File: config.mk
export PLATFORM = sky130hd
export DESIGN_NAME = ctrl_sequencer
export DESIGN_NICKNAME = d
export VERILOG_FILES = /design/src/rtl/ctrl_seq_pkg.sv /design/src/rtl/ctrl_sequencer_ucode_rom.sv /design/src/rtl/ctrl_sequencer.sv
export SDC_FILE = /design/constraint.sdc
export NUM_CORES = 1
export LEC_CHECK = 0
export BUFFER_PORTS_ARGS = -buffer_cell sky130_fd_sc_hd__clkbuf_2
export CORE_MARGIN = 1.5
export CORE_UTILIZATION = 54
export DETAILED_ROUTE_END_ITERATION = 8
export PLACE_DENSITY = 0.82
export REMOVE_ABC_BUFFERS = 1
export SLEW_MARGIN = 20
export SYNTH_ARGS = -nofsm -noshare
export SYNTH_HDL_FRONTEND = slang
export SYNTH_HIERARCHICAL = 1
export SYNTH_SLANG_ARGS = --single-unit
File: constraint.sdc
create_clock -name clk -period 2.08 [get_ports clk]
set_input_delay 0.208 -clock clk [delete_from_list [all_inputs] [get_ports clk]]
set_output_delay 0.208 -clock clk [all_outputs]
set_load 0.01 [all_outputs]
File: src/rtl/ctrl_seq_pkg.sv
// Shared constants, state encoding and micro-program contents for ctrl_sequencer.
package ctrl_seq_pkg;

    localparam int CTRL_W    = 9;
    localparam int ROM_W     = CTRL_W + 1;
    localparam int ROM_DEPTH = 16;
    localparam int MAX_STEPS = 4;

    localparam logic [CTRL_W-1:0] IDLE_WORD = 9'h100;

    // Datapath field positions inside a control word.
    localparam int ALU_OP_LSB  = 0;
    localparam int ALU_OP_MSB  = 2;
    localparam int MUX_SEL_BIT = 3;
    localparam int SHIFT_LSB   = 4;
    localparam int SHIFT_MSB   = 5;
    localparam int R_CTRL_BIT  = 6;
    localparam int Q_CTRL_BIT  = 7;
    localparam int IDLE_BIT    = 8;

    // ROM entry layout: bit CTRL_W is the "last word of program" flag.
    localparam int LAST_BIT = CTRL_W;

    typedef enum logic {
        IDLE = 1'b0,
        RUN  = 1'b1
    } state_t;

    // Four 4-entry program slots; unused entries hold the idle word and end the run.
    localparam logic [ROM_W-1:0] UCODE [ROM_DEPTH] = '{
        10'h2C0, 10'h300, 10'h300, 10'h300,   // op0: 0C0
        10'h200, 10'h300, 10'h300, 10'h300,   // op1: 000
        10'h001, 10'h209, 10'h300, 10'h300,   // op2: 001, 009
        10'h0C0, 10'h001, 10'h219, 10'h300    // op3: 0C0, 001, 019
    };

    function automatic logic [3:0] entry_point(input logic [1:0] op);
        return {op, 2'b00};
    endfunction

endpackage

File: src/rtl/ctrl_sequencer_ucode_rom.sv
// Combinational micro-code ROM: addr -> {last, ctrl}.
module ucode_rom
    import ctrl_seq_pkg::*;
(
    input  logic [3:0]       addr,
    output logic [ROM_W-1:0] data
);

    // Pure table lookup, no state.
    always_comb begin
        data = UCODE[addr];
    end

endmodule

File: src/rtl/ctrl_sequencer.sv
// Microcoded control sequencer: runs a short fixed program per start, one word per clock.
//
//  state | meaning
//  IDLE  | ctrl_bus holds IDLE_WORD; waiting for start (abort wins over start)
//  RUN   | a program word is on ctrl_bus; advance, finish on last/guard, or abort
module ctrl_sequencer
    import ctrl_seq_pkg::*;
(
    input  logic              clk,
    input  logic              rst_n,
    input  logic              start,
    input  logic [1:0]        op,
    input  logic              abort,
    output logic [CTRL_W-1:0] ctrl_bus,
    output logic              busy,
    output logic              done
);

    localparam logic [1:0] STEP_LAST = 2'(MAX_STEPS - 1);

    state_t              state, state_nxt;
    logic [3:0]          upc, upc_nxt;
    logic [3:0]          upc_inc;
    logic [1:0]          step, step_nxt;
    logic                last_q, last_nxt;
    logic [CTRL_W-1:0]   ctrl_q, ctrl_nxt;
    logic                done_q, done_nxt;
    logic [3:0]          rom_addr;
    logic [ROM_W-1:0]    rom_data;

    // Increment wraps within the 4-entry slot so upc can never cross into another program.
    assign upc_inc = {upc[3:2], upc[1:0] + 2'd1};

    ucode_rom u_rom (
        .addr (rom_addr),
        .data (rom_data)
    );

    // State and every output-driving value are registered here.
    always_ff @(posedge clk or negedge rst_n) begin
        if (!rst_n) begin
            state  <= IDLE;
            upc    <= 4'd0;
            step   <= 2'd0;
            last_q <= 1'b0;
            ctrl_q <= IDLE_WORD;
            done_q <= 1'b0;
        end else begin
            state  <= state_nxt;
            upc    <= upc_nxt;
            step   <= step_nxt;
            last_q <= last_nxt;
            ctrl_q <= ctrl_nxt;
            done_q <= done_nxt;
        end
    end

    // Next-state logic; the ROM is addressed with the word that would be issued next.
    always_comb begin
        state_nxt = state;
        upc_nxt   = upc;
        step_nxt  = step;
        last_nxt  = last_q;
        ctrl_nxt  = ctrl_q;
        done_nxt  = 1'b0;
        rom_addr  = (state == IDLE) ? entry_point(op) : upc_inc;

        case (state)
            IDLE: begin
                ctrl_nxt = IDLE_WORD;
                if (start && !abort) begin
                    state_nxt = RUN;
                    upc_nxt   = entry_point(op);
                    step_nxt  = 2'd0;
                    ctrl_nxt  = rom_data[CTRL_W-1:0];
                    last_nxt  = rom_data[LAST_BIT];
                end
            end
            RUN: begin
                if (abort) begin
                    state_nxt = IDLE;
                    step_nxt  = 2'd0;
                    last_nxt  = 1'b0;
                    ctrl_nxt  = IDLE_WORD;
                end else if (last_q || (step == STEP_LAST)) begin
                    state_nxt = IDLE;
                    step_nxt  = 2'd0;
                    last_nxt  = 1'b0;
                    ctrl_nxt  = IDLE_WORD;
                    done_nxt  = 1'b1;
                end else begin
                    upc_nxt  = upc_inc;
                    step_nxt = step + 2'd1;
                    ctrl_nxt = rom_data[CTRL_W-1:0];
                    last_nxt = rom_data[LAST_BIT];
                end
            end
            default: begin
                state_nxt = IDLE;
                ctrl_nxt  = IDLE_WORD;
            end
        endcase
    end

    assign ctrl_bus = ctrl_q;
    assign busy     = (state == RUN);
    assign done     = done_q;

endmodule

### Word-level counts from Yosys, hierarchy flattened

Memory sizes are Yosys's and may differ from the RTL's.
Cells that the tools add are included.

| word-level totals | value |
|---|---|
| input port bits | 6 |
| memories | 1 |
| memory bits (read-only) | 160 |
| word-level logic and storage cells | 48 |
| register bits after elaboration | 18 |

Memory list:

| memory | words | width | read ports | clocked after Yosys merged registers in | write ports | line | source |
|---|---|---|---|---|---|---|---|
| (name not given) | 16 | 10 | 1 | 0 | 0 | ctrl_sequencer_ucode_rom.sv:11 | `data = UCODE[addr];` |

| operators by class | value |
|---|---|
| reductions and logical operators | 5 |
| bitwise logic cells | 2 |
| add/sub/neg operators | 2 |
| muxes and demuxes | 26 |
| magnitude comparators | 1 |
| eq/ne operators | 4 |

Operator list:

| cell | count |
|---|---|
| 9-bit 2-to-1 mux | 3 |
| 10-bit 2-to-1 mux | 2 |
| 9-bit case mux with 2 select lines | 1 |
| 2-bit 2-to-1 mux | 5 |
| 1-bit 2-to-1 mux | 9 |
| 4-bit 2-to-1 mux | 2 |
| 4-bit case mux with 2 select lines | 1 |
| 5-bit greater-or-equal comparator, second input constant | 1 |
| 4-bit inverter with 5-bit output | 1 |
| 2-bit by 1-bit adder with 2-bit output, second input constant | 2 |
| 2-bit != test, second input constant | 2 |
| 1-bit case mux with 2 select lines | 2 |
| 2-bit case mux with 2 select lines | 1 |
| 3-bit AND reduction | 1 |
| 2-bit == test, second input constant | 1 |
| 2-bit by 1-bit != test with 1-bit output, second input constant | 1 |
| 2-bit AND reduction | 1 |
| 1-bit logical AND | 1 |
| 1-bit zero test | 1 |
| 1-bit logical OR | 1 |
| 1-bit inverter | 1 |

### Logic depth before layout (Yosys ltp)

Gate-level depths: netlist of the first run.

| depth | value |
|---|---|
| depth after elaboration | 9 |
| mapped depth | 7 |
| mapped depth without buffers | 7 |

### Modules after synthesis

Netlist of the first run, hierarchy kept.

By module, submodules not included:

| module | area an instance (µm²) | seq. area each (µm²) | times used | cells each |
|---|---|---|---|---|
| ctrl_sequencer | 753.2 | 451.7 | 1 | 59 |
| ucode_rom | 186.4 | 0.0 | 1 | 25 |

### Least setup slack after synthesis of the first run

Ideal clock, no wire load.

| timing path | value |
|---|---|
| path type | register to register |
| from | reg state, in the netlist busy |
| to | reg ctrl_q[7], in the netlist ctrl_bus[7] |
| path buffers | 3 |
| data arrival time | 1685 ps |
| slack | 276 ps |
| stages on the path, launching flop included | 8 |
| cells stage by stage | dfrtp_1 > clkbuf_1 > mux2_2 > buf_6 > xnor2_1 > and2_1 > buf_4 > and2_1 |

| between the ends | value |
|---|---|
| word-level cells in the longest chain between the ends | 8 |
| elaborated cells on any way between the ends | 10 |

Ends and longest elaborated chain:

| item | line | source |
|---|---|---|
| start, declared | ctrl_sequencer.sv:21 | `state_t state, state_nxt;` |
| start signal, assigned | ctrl_sequencer.sv:49 | `state <= state_nxt;` |
| 4-bit 2-to-1 mux * | ctrl_sequencer.sv:66 | `rom_addr = (state == IDLE) ? entry_point(op) : upc_inc;` |
| named net rom_addr[2] | ctrl_sequencer.sv:28 | `logic [3:0] rom_addr;` |
| 4-bit inverter with 5-bit output (not written as such) * | ctrl_sequencer_ucode_rom.sv:11 |  |
| memory 16 x 10 bit * | -- |  |
| 10-bit 2-to-1 mux (not written as such) * (2 in series) | ctrl_sequencer_ucode_rom.sv:11 |  |
| named net rom_data[7] | ctrl_sequencer.sv:29 | `logic [ROM_W-1:0] rom_data;` |
| 9-bit 2-to-1 mux | ctrl_sequencer.sv:85 | `end else if (last_q \|\| (step == STEP_LAST)) begin` |
| 9-bit 2-to-1 mux | ctrl_sequencer.sv:80 | `if (abort) begin` |
| 9-bit case mux with 2 select lines * | ctrl_sequencer.sv:68 | `case (state)` |
| named net ctrl_nxt[7] | ctrl_sequencer.sv:26 | `logic [CTRL_W-1:0] ctrl_q, ctrl_nxt;` |
| end signal, assigned | ctrl_sequencer.sv:53 | `ctrl_q <= ctrl_nxt;` |
| end, declared | ctrl_sequencer.sv:26 |  |

Mark *: on every way through the listed nets, which the timed path passes. The rest lies on a longest branch. The select of a mux whose other input is x is not followed.
A chain may end at the register's enable or synchronous reset.

### Worst setup path in the final report of the first run

| timing path | value |
|---|---|
| from | reg upc[0] |
| to | reg ctrl_q[0], in the netlist ctrl_bus[0] |

| between the ends | value |
|---|---|
| word-level cells in the longest chain between the ends | 9 |
| elaborated cells on any way between the ends | 10 |

Ends and longest elaborated chain:

| item | line | source |
|---|---|---|
| start, declared | ctrl_sequencer.sv:22 | `logic [3:0] upc, upc_nxt;` |
| start signal, assigned | ctrl_sequencer.sv:50 | `upc <= upc_nxt;` |
| 2-bit by 1-bit adder with 2-bit output * | ctrl_sequencer.sv:32 | `assign upc_inc = {upc[3:2], upc[1:0] + 2'd1};` |
| 4-bit 2-to-1 mux * | ctrl_sequencer.sv:66 |  |
| named net rom_addr[1] | ctrl_sequencer.sv:28 |  |
| 4-bit inverter with 5-bit output (not written as such) * | ctrl_sequencer_ucode_rom.sv:11 |  |
| memory 16 x 10 bit * | -- |  |
| 10-bit 2-to-1 mux (not written as such) * (2 in series) | ctrl_sequencer_ucode_rom.sv:11 |  |
| named net rom_data[0] | ctrl_sequencer.sv:29 |  |
| 9-bit 2-to-1 mux | ctrl_sequencer.sv:85 |  |
| 9-bit 2-to-1 mux | ctrl_sequencer.sv:80 |  |
| 9-bit case mux with 2 select lines * | ctrl_sequencer.sv:68 |  |
| named net ctrl_nxt[0] | ctrl_sequencer.sv:26 |  |

Marked as above.

==> impl_metrics.csv, run 1 <==
group,metric,value,unit
grt,met1_usage,23.1,%
cells_and_area,antenna_cells,0,
yosys,ys_seq_area_share,48.1,%
timing,grt_setup_unrepaired,"no",
cells_and_area,postLayoutCoreUtil,67.7,%
yosys,mappedNetlistArea,940,um^2
cells_and_area,design_area,1060,um^2
grt,grt_pass1_vias,578,
critical_path,ff2ff_path_depth,7,
critical_path,worst-path-max-fanout,7,
critical_path,crit_arrival,1.91,ns
route,vias,651,
cts,cts.sinks,18,
power,powerDensity,828,nW/um^2
yosys,syn_inst,84,
grt,grt_usage,17.5,%
cts,cts-root-buf,"clkbuf_4",
floorplanning,die_w,44.7,um
power,ir_drop,0.000423,V
yosys,async_flop_share,100,%
floorplanning,initial_core_util,60.3,%
yosys,avgSynthCellArea,11.2,um^2
cells_and_area,drive_above_1_share,27.5,%
placed_design,placed_cell_area,1010,um^2
grt,met2_usage,27.2,%
critical_path,cp.required,2.26,ns
floorplanning,core,1560,um^2
timing,period_share,83.3,%
cells_and_area,fin_nets,114,
cells_and_area,stdcell_count,118,
yosys,synth_edf_count,0,
status,status,"complete, but fails checks",
route,wl_per_cell,13.0,um
timing,slew_violations,0,
yosys,ys_ff_latch,18,
floorplanning,die_h,44.7,um
critical_path,critPathLaunchType,"flop",
cts,h-tree-depth,1,
placed_design,portBuffers,16,
yosys,ys.flop_type,"dfrtp_1",
timing,worst_slack,0.348,ns
power,leakagePower,0.546,nW
placed_design,dp_slack,0.393,ns
critical_path,endpoint_kind,"flop",
floorplanning,rows,14,
floorplanning,die-area,2000,um^2
status,violations,"DRC",
placed_design,dp_cells,113,
timing,timing.hold.ws,0.151,ns
cells_and_area,multi_input_area,439,um^2
job,maxCapViolations,0,
placed_design,gp_congestion,0.759,
timing,setup_viol,0,
route,totalWireLength,1.53,mm
critical_path,crit_type,"reg2reg",
placed_design,hpwl,1.13,mm
route,ant_nets,0,
grt,antenna_found_initial,0,
route,dr.pass1.iters,6,
timing,min_period,1.73,ns
cts,clk_latency,0.29,ns
grt,grt_pass1_wl,2.48,mm
min_path,hold_depth,2,
grt,overflow,0,
cells_and_area,regArea,452,um^2
grt,grt_max_degree,19,
route,drc,1,
timing,skew,0.0123,ns
cts,cts_buffers,3,
min_path,hold_class,"in2reg",
cells_and_area,syn2layout_area_growth,12.4,%
yosys,ys_warn_count,6,
route,via_per_inst,5.52,
cts,cts_setup_buffers,0,
timing,fmax,577,MHz
floorplanning,ioPinCount,17,
cells_and_area,fillers,114,
timing,hold_violations,0,
power,finalPower,874,uW
grt,grt_busiest_layer,"met2",
grt,use_met3,3.60,%
cts,clkTransAtPathRegs,0.11,ns
timing,setup-tns-final,0,ns
cts,cts_buffer_depth,2,
route,drt_iter0_markers,17,
yosys,yosysUniqueCellTypes,33,
cts,tritoncts,"built",
-- critical path, stage by stage, from the launching register on --
cell and delay (ns):
dfrtp_1 0.47, xor2_1 0.15, and2_1 0.24, inv_1 0.09, ha_1 0.26, nand2b_1 0.13, and3_1 0.15, and2_1 0.12
-- report_power, final --
group          switching, mW  leakage (nW)  internal, mW
sequential            0.0379         0.236         0.398
combinational          0.113         0.288         0.112
clock                  0.106        0.0210         0.107
total                  0.257         0.546         0.617
-- flip-flops by register name, summed over array words and instances, names as in the netlist --
signal / count
busy: 1
upc: 4
last_q: 1
done: 1
step: 2
ctrl_bus: 9
-- kinds of logic (layout without fill, tap and decap cells) --
group	after synthesis	after routing	synth area share [%]
simple gates	31	31	20.5
flops	18	18	48.1
compound gates	13	13	10.7
buf+inv	9	25	5.99
fa+ha+maj	5	5	6.66
mux	5	5	5.86
xor+xnor	2	2	1.86
other cells	1	3	0.399
-- placed cells by master (no fill, tap or decap), types with 2 or more instances in the layout --
cell	instances
inv_1	3
a32o_1	2
nor3b_1	3
clkbuf_4	3
and2_1	10
a21oi_1	2
dfrtp_1	17
o21ai_0	2
mux2_2	4
ha_1	5
nor2b_1	3
clkbuf_2	16
conb_1	3
nand2_1	4
nand2b_1	4
and3_1	2
-- path summary, 6_finish.rpt --
path	from	to	slack (ns)
worst min register to register	step[1]	step[1]	0.51
worst max-delay path	upc[0]	ctrl_bus[0]	0.35
max in group asynchronous	rst_n	ctrl_bus[8]	1.37
worst max register to register	upc[0]	ctrl_bus[0]	0.35
worst min-delay path	op[0]	upc[2]	0.15
min in group asynchronous	rst_n	ctrl_bus[1]	0.38
-- cells in the mapped netlist, types with 2 or more instances --
master | n | area [um^2]
a21oi_1 | 2 | 10.0
a32o_1 | 2 | 20.0
and2_1 | 10 | 62.6
and3_1 | 2 | 12.5
buf_4 | 4 | 30.0
dfrtp_1 | 17 | 425
ha_1 | 5 | 62.6
inv_1 | 3 | 11.3
mux2_2 | 4 | 45.0
nand2_1 | 4 | 15.0
nand2b_1 | 4 | 25.0
nor2b_1 | 3 | 18.8
nor3b_1 | 3 | 22.5
o21ai_0 | 2 | 10.0
-- layer usage --
| layer | vias to the layer above | wire length [um] |
|---|---|---|
| li1 | 318 | - |
| met1 | 313 | 723 |
| met2 | 18 | 727 |
| met3 | 2 | 69 |
| met4 | 0 | 14 |
| met5 | - | 0 |
-- repair_timing --
action                                 in CTS  in global routing
resized for setup                           0                  0
hold buffers                                1                  0
endpoints found under the hold margin      17                  0
-- cell type report --
class / count / area share, %
repair buffers: 18 / 9.24
inverters: 3 / 1.07
flip-flops and latches: 18 / 42.8
well taps: 16 / 1.90
clock buffers: 4 / 3.44
multi-input cells: 59 / 41.6
(Power assumes the default switching activity.)
==> run 2: changes to the inputs <==
- CORE_UTILIZATION: 54 -> 48
- PLACE_DENSITY: 0.82 -> 0.77
- clock period: 2.08 -> 1.4 ns (I/O delays scaled with it)
==> run 2 against run 1 <==
Net effect: clock power up 56%; worst setup slack worse by 0.49 ns; via count up 13%; cell count up 23%; the flow finishes with violations (setup timing); global-route usage up 3.3 points; combinational power rose to 2.9 times the previous value; highest routed layer unchanged; worst hold slack worse by 0.063 ns; sequential power up 44%.
==> impl_metrics.csv, run 2 (synthesis gave the netlist of run 1 again) <==
group,metric,value,unit
status,status,"complete, but fails checks",
status,violations,"setup timing",
floorplanning,die-area,2230,um^2
route,drt_iter0_markers,33,
route,vias,735,
critical_path,crit_chain,"xor2_1, and2_4, inv_4, ha_4, nand2b_4, and3_4, and2_4",
route,totalWireLength,2.31,mm
cts,h-tree-depth,1,
grt,grt_pass1_vias,693,
route,ant_nets,0,
cells_and_area,final_common_cell,"dfrtp_1",
critical_path,cpMaxStageDelayCell,"dfrtp_1",
timing,worst_slack,-0.138,ns
power,leakagePower,0.676,nW
cells_and_area,fin_nets,132,
critical_path,critPathTopFamily,"simple AND/OR/NAND/NOR gates",
cells_and_area,design_area,1330,um^2
cells_and_area,antenna_cells,0,
grt,antenna_found_initial,0,
power,finalPower,1.61,mW
cts,clk_latency,0.30,ns
timing,fmax,650,MHz
floorplanning,die_w,47.2,um
floorplanning,rows,15,
grt,grt_pass1_wl,3.08,mm
route,drc,0,
cts,cts_buffer_depth,2,
cts,clkTransAtPathRegs,0.11,ns
grt,overflow,0,
cells_and_area,drive_above_1_share,55.0,%
timing,grt_setup_unrepaired,"yes",
critical_path,crit_type,"reg2reg",
power,powerDensity,1210,nW/um^2
timing,setup_viol,8,
cells_and_area,final_cell_mix,"dfrtp_1 (17), clkbuf_2 (16), buf_4 (10)",
power,ir_drop,0.000602,V
min_path,hold_class,"in2reg",
placed_design,portBuffers,16,
timing,hold_violations,0,
cells_and_area,syn2layout_area_growth,41.3,%
cts,cts.sinks,18,
timing,skew,0.00110,ns
cells_and_area,largest_reg_flops,9,
placed_design,gp_congestion,0.852,
critical_path,slowest_delay,0.40,ns
placed_design,hpwl,1.26,mm
critical_path,critPathLaunchType,"flop",
cells_and_area,fillers,132,
critical_path,crit_arrival,1.74,ns
timing,min_period,1.54,ns
cts,tritoncts,"built",
route,wl_per_cell,16.0,um
critical_path,worst-path-max-fanout,2,
floorplanning,core,1780,um^2
grt,grt_max_degree,19,
route,via_per_inst,5.07,
grt,grt_usage,20.8,%
route,dr.pass1.iters,4,
critical_path,endpoint_kind,"flop",
floorplanning,ioPinCount,17,
critical_path,cp.required,1.60,ns
job,maxCapViolations,0,
floorplanning,initial_core_util,52.7,%
critical_path,critPathMostFrequentCell,"and2_4",
timing,slew_violations,0,
cts,cts-root-buf,"clkbuf_4",
placed_design,placed_cell_area,1100,um^2
floorplanning,die_h,47.2,um
timing,period_share,110,%
critical_path,crit_buf_inv,1,
cts,cts_buffers,3,
run 2: stage by stage:
step / hold slack (ns) / TNS [ns] / std cells / utilization [%] / setup slack (ns)
5_1_grt: 0.0833 / -1.11 / 145 / 74.5 / -0.185
6_report: 0.0882 / -0.648 / 145 / 74.5 / -0.138
4_1_cts: 0.0952 / -0.497 / 144 / 71.2 / -0.138
2_1_floorplan: -0.156 / -0.777 / 80 / - / -0.258
3_5_place_dp: 0.103 / -0.617 / 133 / 61.9 / -0.121
3_3_place_gp: 0.0948 / -0.402 / 133 / 61.9 / -0.0751
run 2: timing repair:
item,in CTS,in global routing
pin swaps,8,11
hold buffers,1,0
setup buffers,6,1
endpoints found under the hold margin,17,0
endpoints found under the setup margin,11,11
resized for setup,22,12
run 2: cell type report:
class / instances / area (um^2) / share of cell area [%]
Multi-Input combinational cell: 59 / 528 / 39.8
Sequential cell: 18 / 452 / 34.0
Timing Repair Buffer: 36 / 267 / 20.1
Clock buffer: 4 / 36.3 / 2.73
Tap cell: 25 / 31.3 / 2.36
Inverter: 3 / 13.8 / 1.04
run 2: layer usage:
| layer | GRT usage [%] | up-vias | part of all wire, % |
|---|---|---|---|
| met1 | 24.2 | 340 | 42 |
| met4 | 11.7 | 0 | 2.9 |
| met3 | 3.46 | 10 | 3.5 |
| met5 | 0 | - | 0 |
| li1 | - | 350 | - |
| met2 | 35.9 | 35 | 52 |
run 2: worst paths after layout:
path	from	endpoint	cells after the start	slack, ns
setup / recovery	upc[1]	ctrl_bus[0]	7	-0.14
hold / removal	op[1]	upc[3]	2	0.09
setup reg to reg	upc[1]	ctrl_bus[0]	7	-0.14
hold reg to reg	upc[3]	upc[3]	1	0.53
max in group asynchronous	rst_n	ctrl_bus[8]	2	0.77
min in group asynchronous	rst_n	upc[3]	2	0.30
run 2: report_power, final:
part | internal (mW) | leakage (nW) | switching, mW
Combinational | 0.361 | 0.419 | 0.289
Sequential | 0.591 | 0.236 | 0.0374
Clock | 0.159 | 0.0210 | 0.174
==> run 3: changes to the inputs <==
- CAP_MARGIN: unset -> 15
- CORE_UTILIZATION: 48 -> 45
- PLACE_DENSITY: 0.77 -> 0.74
- SYNTH_HIERARCHICAL: 1 -> unset
==> run 3 against run 2 <==
Net effect: the run still ends with setup timing left; cell count is 9.7% lower; synthesized area is 14% lower; sequential power is 9.2% lower; clock-buffer cell count stayed put; synthesized cell count is 15% lower; first-iteration DRC count is 30% lower; clock skew is 0.0049 ns higher; utilization is 7.3 points lower; routed wire length is 13% lower; non-clock buffer count is 2 lower; fmax is 1.7% lower.
==> impl_metrics.csv, run 3 <==
group,metric,value,unit
status,status,"complete, but fails checks",
status,violations,"setup timing",
yosys,yosys.cell_count.top_type,"dfrtp_1",
timing,period_share,112,%
min_path,hold_start,"op[1]",
yosys,yosysTopAreaCellShare,40.4,%
timing,grt_setup_unrepaired,"yes",
min_path,hold_class,"in2reg",
yosys,synth_common_cells,"dfrtp_1 (13), ha_1 (5), inv_1 (5), nor2_1 (5), buf_4 (4)",
route,wl_met2,976,um
cells_and_area,postLayoutCoreUtil,67.2,%
grt,overflow,0,
placed_design,hpwl,1.27,mm
route,totalWireLength,2.01,mm
cells_and_area,syn2layout_area_growth,42.6,%
critical_path,crit_type,"reg2reg",
critical_path,worst-path-max-fanout,3,
timing,setup_viol,6,
power,powerDensity,1410,nW/um^2
cts,h-tree-depth,1,
cells_and_area,fin_nets,118,
critical_path,r2r_start,"upc[0]",
yosys,ys_ff_latch,14,
grt,grt_pass1_vias,624,
grt,grt_max_degree,15,
floorplanning,initial_core_util,47.1,%
min_path,hold_path_end,"upc[3]",
yosys,ys_seq_area_share,43.7,%
timing,min_period,1.57,ns
cells_and_area,drive_above_1_share,57.5,%
route,wl_met3,97,um
route,wl_met1,889,um
timing,slew_violations,0,
cts,tritoncts,"built",
grt,antenna_found_initial,0,
yosys,avgSynthCellArea,11.3,um^2
timing,hold_violations,0,
yosys,yosysUniqueCellTypes,32,
yosys,syn_inst,71,
yosys,ys_warn_count,0,
grt,grt_pass1_wl,2.75,mm
cells_and_area,largest_reg_flops,5,
cts,cts_buffers,3,
timing,skew,0.00602,ns
timing,fmax,639,MHz
min_path,hold_depth,2,
timing,setup-tns-final,-0.488,ns
cells_and_area,antenna_cells,0,
critical_path,reg2reg_to,"last_q",
route,ant_nets,0,
grt,grt_usage,19.1,%
route,via_per_inst,5.11,
yosys,mappedNetlistArea,805,um^2
critical_path,endpoint_kind,"flop",
yosys,synth_area_leaders,"dfrtp_1 (40%), ha_1 (7.8%), mux2_2 (4.2%)",
floorplanning,die_w,45.3,um
route,vias,669,
yosys,async_flop_share,100,%
cts,cts.sinks,14,
cts,cts-root-buf,"clkbuf_4",
timing,worst_slack,-0.166,ns
yosys,synth_edf_count,0,
route,drc,0,
route,drt_iter0_markers,23,
route,top_layer,"met4",
job,maxCapViolations,0,
critical_path,cp.required,1.58,ns
cells_and_area,fillers,110,
yosys,ys.flop_type,"dfrtp_1",
placed_design,gp_congestion,0.775,
floorplanning,core,1710,um^2
critical_path,critPathLaunchType,"flop",
placed_design,portBuffers,13,
floorplanning,die-area,2050,um^2
yosys,yosys.area.top_type,"dfrtp_1",
cells_and_area,final_cell_mix,"buf_4 (18), clkbuf_2 (13), dfrtp_1 (12)",
floorplanning,ioPinCount,17,
route,wl_per_cell,15.4,um
cts,cts_buffer_depth,2,
cells_and_area,final_common_cell,"buf_4",
critical_path,ff2ff_path_depth,6,
floorplanning,die_h,45.3,um
cts,clk_latency,0.29,ns
cts,clkTransAtPathRegs,0.09,ns
power,ir_drop,0.000766,V
critical_path,r2r_setup_slack,-0.17,ns
route,dr.pass1.iters,4,
critical_path,crit_arrival,1.74,ns
floorplanning,rows,15,
power,leakagePower,0.576,nW
==> run 3: worst max-delay path: stages (launching register included) <==
cell and delay [ns]:
dfrtp_1 0.42, xor2_2 0.20, nand2_2 0.12, ha_4 0.16, nor3_2 0.04, or2_1 0.22
a221o_1 0.30
==> run 3: routing by layer <==
layer  track usage, %  vias to the layer above
met5                0                        -
met4             11.2                        0
met3             2.40                        7
met2             32.3                       34
met1             23.0                      321
li1                 -                      307
==> run 3: worst max path at each step <==
stage                       start           to  slack, ns  cells after the start
after floorplan           step[0]       upc[1]      -0.26                      4
after global placement     upc[0]       last_q      -0.15                      6
after detailed placement   upc[0]       last_q      -0.19                      6
after CTS                    busy  ctrl_bus[8]      -0.13                      6
after global routing       upc[0]       last_q      -0.20                      6
final                      upc[0]       last_q      -0.17                      6
==> run 3: final cells by class <==
type                            count  area [um^2]  share of cell area [%]
Tap cell                           25         31.3                    2.73
Timing Repair Buffer               34          233                    20.3
Inverter                            5         18.8                    1.64
Clock buffer                        4         36.3                    3.16
Sequential cell                    14          353                    30.8
Multi-Input combinational cell     49          475                    41.4
==> run 3: stage by stage <==
stage | setup WS, ns | instances | hold WS, ns | cell area, um^2 | power, mW
2_1_floorplan | -0.263 | 68 | -0.156 | 771 | 0.862
3_3_place_gp | -0.145 | 121 | 0.0546 | 980 | 1.12
3_5_place_dp | -0.189 | 121 | 0.0565 | 980 | 1.14
4_1_cts | -0.128 | 130 | 0.121 | 1100 | 1.54
5_1_grt | -0.198 | 131 | 0.125 | 1150 | 1.69
6_report | -0.166 | 131 | 0.109 | 1150 | 1.62
==> run 3: logic make-up after synthesis <==
family,Yosys count,synth area share [%]
fa+ha+maj,5,7.78
compound gates,13,13.4
flops,14,43.7
xor+xnor,2,2.18
simple gates,20,16.2
buf+inv,10,7.47
mux,6,8.86
other cells,1,0.466
==> run 3: where the power goes <==
part	internal, mW	switching (mW)
Combinational	0.403	0.345
Clock	0.159	0.141
Sequential	0.491	0.0805
==> run 3: repair_timing <==
item / CTS / global route
setup endpoints to repair: 9 / 8
hold endpoints to repair: 13 / 0
resized for setup: 11 / 10
cloned: 0 / 0
hold buffers: 1 / 0
setup buffers: 4 / 2
pin swaps: 7 / 6
